<file path="config.mk">
export PLATFORM = sky130hd
export DESIGN_NAME = usb_rx_phy
export DESIGN_NICKNAME = d
export VERILOG_FILES = /design/src/rtl/usb_rx_phy_pkg.sv /design/src/rtl/usb_rx_phy_dpll.sv /design/src/rtl/usb_rx_phy.sv
export SDC_FILE = /design/constraint.sdc
export NUM_CORES = 1
export LEC_CHECK = 0
export ABC_AREA = 1
export ABC_CLOCK_PERIOD_IN_PS = 3400
export BUFFER_PORTS_ARGS = -buffer_cell sky130_fd_sc_hd__buf_4
export CORE_AREA = 10 10 110 112
export DETAILED_ROUTE_END_ITERATION = 6
export DIE_AREA = 0 0 120 122
export HOLD_SLACK_MARGIN = 0.02
export SLEW_MARGIN = 20
export SYNTH_ARGS = -nofsm -noshare
export SYNTH_HDL_FRONTEND = slang
export SYNTH_HIERARCHICAL = 1
export SYNTH_SLANG_ARGS = --single-unit
</file>
<file path="constraint.sdc">
create_clock -name clk -period 3.4 [get_ports clk]
set_input_delay 0.17 -clock clk [delete_from_list [all_inputs] [get_ports clk]]
set_output_delay 0.17 -clock clk [all_outputs]
set_load 0.05 [all_outputs]
</file>
<file path="src/rtl/usb_rx_phy_pkg.sv">
// Shared types, constants and line decoding for the USB receive front end.
package usb_rx_phy_pkg;

    // Raw {D+,D-} pin pair.
    typedef logic [1:0] d_port_t;

    // Decoded line condition of the synchronised pin pair.
    typedef enum logic [1:0] {
        SE0 = 2'b00,
        J   = 2'b01,
        K   = 2'b10,
        SE1 = 2'b11
    } line_state_t;

    typedef enum logic [2:0] {
        IDLE,
        SYNC,
        DATA,
        EOP,
        ERROR
    } rx_state_t;

    // Minimum run of decoded zeros before the closing 1 of SYNC is accepted.
    localparam logic [2:0] SYNC_MIN_ZEROS = 3'd5;
    // After this many consecutive ones the next bit must be a stuffed zero.
    localparam logic [2:0] MAX_ONES       = 3'd6;
    // Counter value on the last J strobe of the 8-J recovery run in ERROR.
    localparam logic [2:0] ERR_J_LAST     = 3'd7;
    // Bit index of the last bit in a byte.
    localparam logic [2:0] BYTE_LAST      = 3'd7;

    // Map the pin pair to SE0/J/K/SE1; J polarity depends on bus speed.
    function automatic line_state_t decode_line(input d_port_t pins, input logic low_speed);
        line_state_t ls;
        case (pins)
            2'b00:   ls = SE0;
            2'b11:   ls = SE1;
            default: ls = ((pins == 2'b01) == low_speed) ? J : K;
        endcase
        return ls;
    endfunction

endpackage

</file>
<file path="src/rtl/usb_rx_phy_dpll.sv">
// Input synchroniser and bit-timing recovery: a free-running phase counter
// that is re-zeroed on every J<->K transition and strobes at mid-bit.
module usb_rx_dpll #(
    parameter int SPB = 16
) (
    input  logic       clk,
    input  logic       reset,
    input  logic [1:0] line,
    output logic       strobe,
    output logic [1:0] sampled
);

    localparam int            PW         = $clog2(SPB);
    localparam logic [PW-1:0] PHASE_LAST = PW'(SPB - 1);
    localparam logic [PW-1:0] PHASE_MID  = PW'(SPB / 2 - 1);

    logic [1:0]    sync1_q, sync2_q, sync3_q;
    logic [PW-1:0] phase_q, phase_d;
    logic          jk_edge;

    // A J<->K change flips both pins; transitions through SE0/SE1 do not retime.
    assign jk_edge = (sync2_q != sync3_q)
                   && (sync2_q[1] ^ sync2_q[0])
                   && (sync3_q[1] ^ sync3_q[0]);

    // Phase counter: restart on a data edge, otherwise count and wrap each bit.
    always_comb begin
        phase_d = phase_q + 1'b1;
        if (jk_edge || phase_q == PHASE_LAST) begin
            phase_d = '0;
        end
    end

    // Two-flop synchroniser, edge-detect flop and phase register.
    always_ff @(posedge clk or posedge reset) begin
        if (reset) begin
            sync1_q <= 2'b00;
            sync2_q <= 2'b00;
            sync3_q <= 2'b00;
            phase_q <= '0;
        end else begin
            sync1_q <= line;
            sync2_q <= sync1_q;
            sync3_q <= sync2_q;
            phase_q <= phase_d;
        end
    end

    // The edge cycle itself never strobes, so a retime cannot double-sample.
    assign strobe  = (phase_q == PHASE_MID) && !jk_edge;
    assign sampled = sync2_q;

endmodule

</file>
<file path="src/rtl/usb_rx_phy.sv">
// USB low/full-speed receive PHY: NRZI decode, bit unstuffing, SYNC/EOP
// framing, byte assembly and bus-reset timing on top of the DPLL.
module usb_rx_phy
    import usb_rx_phy_pkg::*;
#(
    parameter int SPB          = 16,
    parameter bit LOW_SPEED    = 1'b1,
    parameter int RESET_CYCLES = 60
) (
    input  logic       clk,
    input  logic       reset,
    input  logic [1:0] d_i,
    input  logic       tx_en,
    output logic [7:0] rx_data,
    output logic       rx_valid,
    output logic       rx_active,
    output logic       rx_error,
    output logic [1:0] line_state,
    output logic       bus_reset
);

    localparam int            RW      = $clog2(RESET_CYCLES + 1);
    localparam logic [RW-1:0] SE0_MAX = RW'(RESET_CYCLES);

    logic        strobe;
    logic [1:0]  sampled;
    line_state_t line_ls;
    logic        nrzi_one;

    rx_state_t   state_q, state_d;
    line_state_t prev_q, prev_d;
    // Shared run counter: zeros in SYNC, ones in DATA, J strobes in ERROR.
    logic [2:0]  cnt_q, cnt_d;
    logic [2:0]  bit_cnt_q, bit_cnt_d;
    logic [7:0]  shift_q, shift_d;
    logic [7:0]  data_q, data_d;
    logic        valid_q, valid_d;
    logic        error_q, error_d;
    logic [RW-1:0] se0_cnt_q;

    usb_rx_dpll #(.SPB(SPB)) u_dpll (
        .clk     (clk),
        .reset   (reset),
        .line    (d_i),
        .strobe  (strobe),
        .sampled (sampled)
    );

    assign line_ls  = decode_line(sampled, LOW_SPEED);
    assign nrzi_one = (line_ls == prev_q);

    // State and datapath registers.
    always_ff @(posedge clk or posedge reset) begin
        if (reset) begin
            state_q   <= IDLE;
            prev_q    <= SE0;
            cnt_q     <= '0;
            bit_cnt_q <= '0;
            shift_q   <= '0;
            data_q    <= '0;
            valid_q   <= 1'b0;
            error_q   <= 1'b0;
        end else begin
            state_q   <= state_d;
            prev_q    <= prev_d;
            cnt_q     <= cnt_d;
            bit_cnt_q <= bit_cnt_d;
            shift_q   <= shift_d;
            data_q    <= data_d;
            valid_q   <= valid_d;
            error_q   <= error_d;
        end
    end

    // Next-state logic, evaluated once per recovered bit strobe.
    always_comb begin
        state_d   = state_q;
        prev_d    = prev_q;
        cnt_d     = cnt_q;
        bit_cnt_d = bit_cnt_q;
        shift_d   = shift_q;
        data_d    = data_q;
        valid_d   = 1'b0;
        error_d   = 1'b0;
        if (strobe) begin
            prev_d = line_ls;
        end
        if (tx_en) begin
            state_d   = IDLE;
            cnt_d     = '0;
            bit_cnt_d = '0;
        end else if (strobe) begin
            case (state_q)
                IDLE: begin
                    // The J->K edge is itself the first SYNC zero.
                    if (line_ls == K && prev_q == J) begin
                        state_d = SYNC;
                        cnt_d   = 3'd1;
                    end
                end
                SYNC: begin
                    if (line_ls == SE0 || line_ls == SE1) begin
                        state_d = IDLE;
                    end else if (!nrzi_one) begin
                        if (cnt_q != 3'd7) cnt_d = cnt_q + 3'd1;
                    end else if (cnt_q >= SYNC_MIN_ZEROS) begin
                        state_d   = DATA;
                        cnt_d     = '0;
                        bit_cnt_d = '0;
                    end else begin
                        state_d = IDLE;
                    end
                end
                DATA: begin
                    if (line_ls == SE0) begin
                        state_d = EOP;
                    end else if (line_ls == SE1) begin
                        error_d = 1'b1;
                        state_d = ERROR;
                        cnt_d   = '0;
                    end else if (cnt_q == MAX_ONES) begin
                        // Stuff slot: a zero is discarded, a one is a violation.
                        if (nrzi_one) begin
                            error_d = 1'b1;
                            state_d = ERROR;
                        end
                        cnt_d = '0;
                    end else begin
                        cnt_d   = nrzi_one ? cnt_q + 3'd1 : 3'd0;
                        shift_d = {nrzi_one, shift_q[7:1]};
                        if (bit_cnt_q == BYTE_LAST) begin
                            data_d    = shift_d;
                            valid_d   = 1'b1;
                            bit_cnt_d = '0;
                        end else begin
                            bit_cnt_d = bit_cnt_q + 3'd1;
                        end
                    end
                end
                EOP: begin
                    // Any partial byte is dribble and simply dropped here.
                    if (line_ls == J) begin
                        state_d = IDLE;
                    end else if (line_ls != SE0) begin
                        error_d = 1'b1;
                        state_d = ERROR;
                        cnt_d   = '0;
                    end
                end
                ERROR: begin
                    if (line_ls == J) begin
                        if (prev_q == SE0 || cnt_q == ERR_J_LAST) begin
                            state_d = IDLE;
                            cnt_d   = '0;
                        end else begin
                            cnt_d = cnt_q + 3'd1;
                        end
                    end else begin
                        cnt_d = '0;
                    end
                end
                default: state_d = IDLE;
            endcase
        end
    end

    // Outputs: packet-active flag derived from state, strobes from registers.
    always_comb begin
        rx_active  = !tx_en && (state_q == DATA || state_q == EOP);
        rx_data    = data_q;
        rx_valid   = valid_q;
        rx_error   = error_q;
        line_state = line_ls;
        bus_reset  = (se0_cnt_q == SE0_MAX);
    end

    // SE0 duration timer: saturating, cleared by any non-SE0 cycle.
    always_ff @(posedge clk or posedge reset) begin
        if (reset) begin
            se0_cnt_q <= '0;
        end else if (line_ls != SE0) begin
            se0_cnt_q <= '0;
        end else if (se0_cnt_q != SE0_MAX) begin
            se0_cnt_q <= se0_cnt_q + 1'b1;
        end
    end

endmodule
</file>
Word-level counts from Yosys, hierarchy flattened
Index checks and enable logic that the tools add are counted.
{"block": "classes", "add_sub_neg": 4, "magnitude_cmp": 1, "n_eq_ne": 37, "muxes": 60, "bitwise_logic": 6, "reduce_logical": 25}
{"cell": "$mux 3", "count": 35}
{"cell": "$ne 3x3->1 const B", "count": 11}
{"cell": "$pmux 3 s5", "count": 2}
{"cell": "$reduce_and 8->1", "count": 2}
{"cell": "$mux 1", "count": 15}
{"cell": "$eq 3x3->1 const B", "count": 4}
{"cell": "$mux 6", "count": 2}
{"cell": "$ne 4x4->1 const B", "count": 3}
{"cell": "$ne 5x5->1 const B", "count": 2}
{"cell": "$reduce_and 9->1", "count": 1}
{"cell": "$reduce_and 7->1", "count": 1}
{"cell": "$add 3x1->3 const B", "count": 2}
{"cell": "$add 6x1->6 const B", "count": 1}
{"cell": "$eq 2x1->1 const B", "count": 3}
{"cell": "$eq 2x2->1 const B", "count": 3}
{"cell": "$eq 3x2->1 const B", "count": 2}
{"cell": "$eq 6x6->1 const B", "count": 1}
{"cell": "$logic_not 2->1", "count": 3}
{"cell": "$ne 6x6->1 const B", "count": 1}
{"cell": "$pmux 3 s2", "count": 1}
{"cell": "$reduce_and 6->1", "count": 1}
{"cell": "$reduce_bool 2->1", "count": 3}
{"cell": "$reduce_bool 6->1", "count": 1}
{"cell": "$logic_and 1x1->1", "count": 5}
{"cell": "19 further kinds", "count": 28}
{"block": "word_totals", "regBits": 45, "elab_cells": 146}

Logic depth before layout (Yosys ltp)
{"block": "depth", "ltp_word": 11, "ltp_mapped": 15, "depth_no_buf": 15}

Cells and area by module
The synthesis kept the hierarchy.
{"mod": "usb_rx_phy", "instances": 1, "cells_each": 265, "area_each_um2": 2044.5, "seq_area_each_um2": 850.8}
{"mod": "usb_rx_dpll", "instances": 1, "cells_each": 37, "area_each_um2": 375.4, "seq_area_each_um2": 250.2}

Worst setup path after synthesis
OpenSTA, ideal clock, no wires.
{"block": "synth_path", "path_type": "register -> register", "from": "reg se0_cnt_q[0]", "to": "reg se0_cnt_q[0]", "arrival_time_ns": 1.807, "path_slack_ns": 1.466, "stages_incl_launch_ff": 8, "n_path_buf": 0, "synth_period_minus_slack_ns": 1.934, "cell_sequence": "dfrtp_1 -> inv_1 -> ha_1 -> nand3_1 -> nor2_1 -> nand2_1 -> nand3_1 -> o21ai_0"}
{"block": "synth_between", "elab_chain_len": 3, "word_cells_on_any_way": 5}
{"element": "start, declared", "line_no": "usb_rx_phy.sv:39", "source": "logic [RW-1:0] se0_cnt_q;"}
{"element": "start signal, assigned", "line_no": "usb_rx_phy.sv:184", "source": "se0_cnt_q <= se0_cnt_q + 1'b1;"}
{"element": "$add 6x1->6", "line_no": "usb_rx_phy.sv:184"}
{"element": "$mux 6", "line_no": "usb_rx_phy.sv:183", "source": "end else if (se0_cnt_q != SE0_MAX) begin"}
{"element": "$mux 6", "line_no": "usb_rx_phy.sv:181", "source": "end else if (line_ls != SE0) begin"}
Parallel ways exist; a longest one is shown, timed or not. The select of a mux whose other input is x is not followed.
A chain may end at the register's enable or synchronous reset.

Final worst setup path
{"block": "layout_path", "from": "reg u_dpll.sync2_q[0], in the netlist u_dpll/sampled[0]", "to": "reg cnt_q[1]"}
{"block": "layout_between", "elab_chain_len": 11, "word_cells_on_any_way": 38}
{"element": "start, declared", "line_no": "usb_rx_phy_dpll.sv:17", "source": "logic [1:0] sync1_q, sync2_q, sync3_q;"}
{"element": "start signal, assigned", "line_no": "usb_rx_phy_dpll.sv:43", "source": "sync2_q <= sync1_q;"}
{"element": "$eq 2x1->1", "line_no": "usb_rx_phy_pkg.sv:38", "source": "default: ls = ((pins == 2'b01) == low_speed) ? J : K;"}
{"element": "$mux 2", "line_no": "usb_rx_phy_pkg.sv:38"}
{"element": "$pmux 2 s2", "line_no": "usb_rx_phy_pkg.sv:35", "source": "case (pins)"}
{"element": "$eq 2x2->1", "line_no": "usb_rx_phy.sv:50", "source": "assign nrzi_one = (line_ls == prev_q);"}
{"element": "$mux 3", "line_no": "usb_rx_phy.sv:129", "source": "cnt_d = nrzi_one ? cnt_q + 3'd1 : 3'd0;"}
{"element": "$mux 3", "line_no": "usb_rx_phy.sv:121", "source": "end else if (cnt_q == MAX_ONES) begin"}
{"element": "$mux 3", "line_no": "usb_rx_phy.sv:117", "source": "end else if (line_ls == SE1) begin"}
{"element": "$mux 3", "line_no": "usb_rx_phy.sv:115", "source": "if (line_ls == SE0) begin"}
{"element": "$pmux 3 s5", "line_no": "usb_rx_phy.sv:93", "source": "case (state_q)"}
{"element": "$mux 3", "line_no": "usb_rx_phy.sv:92", "source": "end else if (strobe) begin"}
{"element": "$mux 3", "line_no": "usb_rx_phy.sv:88", "source": "if (tx_en) begin"}
{"element": "end signal, assigned", "line_no": "usb_rx_phy.sv:66", "source": "cnt_q <= cnt_d;"}
{"element": "end, declared", "line_no": "usb_rx_phy.sv:33", "source": "logic [2:0] cnt_q, cnt_d;"}
Parallel ways exist; a longest one is shown, timed or not. The select of a mux whose other input is x is not followed.

==> metrics list <==
- Status: completed
* Largest driver fanout on the critical path: 8
* Met1 Resource Use GR: under 10%
- RSZ-0062 raised after global routing: no
* Remaining antenna violation count after routing: 0
* Leakage power summed over all cells: 1.45 nW
- Data arrival time of the critical path: between 2 and 3 ns
- Most frequent cell on the critical path: sky130_fd_sc_hd__nand2_1
* Area share of xor/xnor cells in the synthesized design: 0.724%
* Upper clock frequency limit: 0.438 GHz
- The routed design has roughly 5000 µm of wire.
* Area overhead of the layout relative to synthesis: 17.7%
- In the global route stage, met2 resource usage came out at 11.8%.
* Critical Path Source Type: flop
* Predominant post-synthesis flop cell: sky130_fd_sc_hd__dfrtp_1
- First-pass GRT wire length: about 8800 µm
- For this run, the total global-route usage over all layers was measured as 7.22%.
* Root Driver: sky130_fd_sc_hd__clkbuf_8
* Fraction of the mapped netlist area in adder cells: 7.76%
- For this run, the register share of the synthesized area comes to 45.5%.
* Half-perimeter wire length after placement: 3800 µm
- After Yosys synthesis, and, or, nand and nor cells account for about 28% of the synthesized area.
* ANT cells: 0
- Worst slew margin: 70.1%
* Top-level I/O count: 19
- Async set-reset flop share out of synthesis: between 90% and 100%
- Crit path largest cell delay: 0.49 ns
- The die covers ~15000 µm².
- Worst-case clock buffer depth: 2
- The synthesized design contains 44 register bits.
- Starting density of the core: between 20% and 30%
- At the pin with the least slew margin, the transition time is 0.449 ns.
* Setup Crit Path Kind: reg2reg
* Final critical path time including I/O delays and setup: 2.28 ns
- Data required time of the worst path: 3.63 ns
* H-tree lvl count: 2
- Vias after detailed routing: roughly 2000
* Cells after Synth: 302
* GPL Wtd Cong: 0.903
* Detailed-route vias per instance: 4.29
- In the final timing run, aggregate negative setup slack is 0 ns.
- TritonCTS built the clock tree.
- The number of pins with negative max-slew slack in the final report was 0.
- Biggest area consumer among synthesized cells: sky130_fd_sc_hd__dfrtp_1
* Final hold slack: 0.194 ns
- Met3 routing resource usage after global routing: approximately 2.5%
- Cell Rows: 37
* Die Y-Extent: 122 µm
- CP Capture Type: flop
- After synthesis, the largest family of logic cells by area is simple AND/OR/NAND/NOR gates.
* Global-route layer with the greatest usage: met2
- A synthesized cell averages about 8 µm².
- Maximum number of pins on one net before global-route repair: 35
- In this run the tool buffered the top-level ports with 18 buffer cells.
* Worst clock skew: 0.0169 ns
* Sink count of the clock tree: 44
- Critical path's slowest cell: sky130_fd_sc_hd__dfrtp_1
- Clock buffer count from CTS: 5
- DIE WIDTH: 120 µm
* Number of buffers inserted to repair setup after CTS: 0
* Final Net Count: between 300 and 400
- The first routing iteration left 183 violations.
- Setup violations remaining at the end of the flow were counted as 0.
- The final critical path takes up 67.2% of the cycle.
* Number of antenna violations at the first check in global routing: 0
- The mapped netlist covers roughly 2400 µm².
- Average detailed-routed wire length per instance: 10.8 µm
* Number of enable flip-flop cells after synthesis: 0
- Setup slack on the worst flop-to-flop path: 1.12 ns
- The later pin in the worst-skew pair is clocked with a latency of 0.32 ns.
* Clock-pin slew reported for the worst setup and hold paths after clock tree synthesis: 0.10 ns
* Cell area power density: 492 nW/µm²
* VDD IR-drop max: 0.000278 V
* Core box area: 10000 µm²
- Synth Area in Compound Gates: 9.62%
* DRC violations left: 0
- The commonest cells after synthesis are 81 x sky130_fd_sc_hd__nand2_1, 44 x sky130_fd_sc_hd__dfrtp_1, 42 x sky130_fd_sc_hd__inv_1.
- Leading cell types by total area after synthesis: sky130_fd_sc_hd__dfrtp_1 46%, sky130_fd_sc_hd__nand2_1 13%, sky130_fd_sc_hd__ha_1 7.8%, sky130_fd_sc_hd__inv_1 6.5%, sky130_fd_sc_hd__nand3_1 6.0%
- Top cell type's share of synthesized area: 45.5%
- Number of detailed-route iterations in the first pass: 4
- In the post-synthesis netlist, the cell with the most instances is sky130_fd_sc_hd__nand2_1.
- Maximum Capacitance Violations: 0
- The critical path goes through inv_1 > ha_1 > o21ai_0 > nand2_1 > nand2_1 > nand2_1 > nand3_1 > nand2_1 > inv_1 > nand2_1 > o21ai_0.
* Unique cell type count in the Yosys netlist: 28
- During synthesis, Yosys emitted a total of 6 warnings.
- The min-delay analysis places its worst path in the category in2reg.
* Vias in the first global route: ~2000
* Multiplexer fraction of the synthesized cell area: 0%
- Synth Net Count: between 300 and 400
- The hold violation count in the final report is 0.
- Sum of overflow across all layers after global routing: 0
* Fraction of final layout cells sized beyond drive strength 1: 14.0%
-- routing by layer --
metal  routed length (µm)  up-vias
met5                    0        -
met4                   87        0
met3                  369        9
met2                 2260       55
met1                 2310      911
li1                     -     1015
-- registers in the layout, summed over array words and instances, names as in the netlist --
| register | cells |
|---|---|
| rx_data | 8 |
| shift_q | 7 |
| se0_cnt_q | 6 |
| u_dpll/phase_q | 4 |
| bit_cnt_q | 3 |
| cnt_q | 3 |
| state_q | 3 |
| prev_q | 2 |
| u_dpll/sampled | 2 |
| u_dpll/sync1_q | 2 |
| u_dpll/sync3_q | 2 |
| rx_error | 1 |
| rx_valid | 1 |
-- area by class of cell --
class / count / area, µm²
fillers: 1082 / 7200
multi-input cells: 208 / 1120
flip-flops and latches: 44 / 1100
repair buffers: 22 / 173
inverters: 46 / 173
well taps: 136 / 170
clock buffers: 5 / 68.8
clock inverters: 3 / 46.3
-- cells by family after synthesis --
| group | after synthesis |
|---|---|
| xor+xnor | 2 |
| compound gates | 39 |
| fa+ha+maj | 15 |
| simple gates | 152 |
| flops | 44 |
| buf+inv | 50 |
-- path summary, 6_finish.rpt --
path / end / cells past startpoint / start
min in group asynchronous: u_dpll/phase_q[3]$_DFF_PP0_ / 3 / reset
setup reg to reg: cnt_q[1]$_DFFE_PP0P_ / 11 / u_dpll/sampled[0]$_DFF_PP0_
setup / recovery: cnt_q[1]$_DFFE_PP0P_ / 11 / u_dpll/sampled[0]$_DFF_PP0_
hold reg to reg: u_dpll/sampled[0]$_DFF_PP0_ / 0 / u_dpll/sync1_q[0]$_DFF_PP0_
max in group asynchronous: rx_data[6]$_DFFE_PP0P_ / 4 / reset
hold / removal: cnt_q[0]$_DFFE_PP0P_ / 4 / tx_en
-- report_power, final --
part | leakage [nW] | switching [W] | internal (W) | total, W
logic | 0.834 | 0.000229 | 0.000117 | 0.000346
registers | 0.557 | 0.0000589 | 0.000574 | 0.000633
clock network | 0.0548 | 0.000200 | 0.000222 | 0.000421
total | 1.45 | 0.000488 | 0.000912 | 0.00140
-- layout by cell type (no fill, tap or decap), types with 4 or more instances in the layout --
cell type,Yosys,layout
sky130_fd_sc_hd__nand2_1,81,81
sky130_fd_sc_hd__dfrtp_1,44,44
sky130_fd_sc_hd__inv_1,42,42
sky130_fd_sc_hd__nand3_1,29,29
sky130_fd_sc_hd__nor2_1,23,23
sky130_fd_sc_hd__o21ai_0,20,20
sky130_fd_sc_hd__buf_4,2,19
sky130_fd_sc_hd__ha_1,15,15
sky130_fd_sc_hd__a21oi_1,8,8
sky130_fd_sc_hd__o21ai_2,7,7
sky130_fd_sc_hd__nand4_1,6,6
sky130_fd_sc_hd__clkbuf_8,0,5
sky130_fd_sc_hd__nor3_1,4,4
-- worst max-delay path, delay by kind of cell, from the launching register on --
family	cells	cell delay (ns)
simple gates	6	0.66
fa+ha+maj	1	0.38
compound gates	2	0.53
flops	1	0.49
buf+inv	2	0.16
-- metrics by stage --
stage	setup slack (ns)	total power [W]	instances	cell area, µm²	utilization, %
final	1.12	0.00140	464	2850	28.3
after global routing	0.762	0.00150	464	2850	28.3
after CTS	1.10	0.00141	464	2850	28.3
after detailed placement	1.14	0.000981	453	2700	26.9
after global placement	1.31	0.000972	453	2700	26.9
after floorplan	1.47	0.000899	302	2420	-
-- timing repair --
item | CTS | global route
endpoints found under the setup margin | 0 | 0
hold endpoints to repair | 46 | 0
hold buffers | 3 | 0
resized for setup | 0 | 0
No activity file was read; power rests on OpenSTA's default activity.
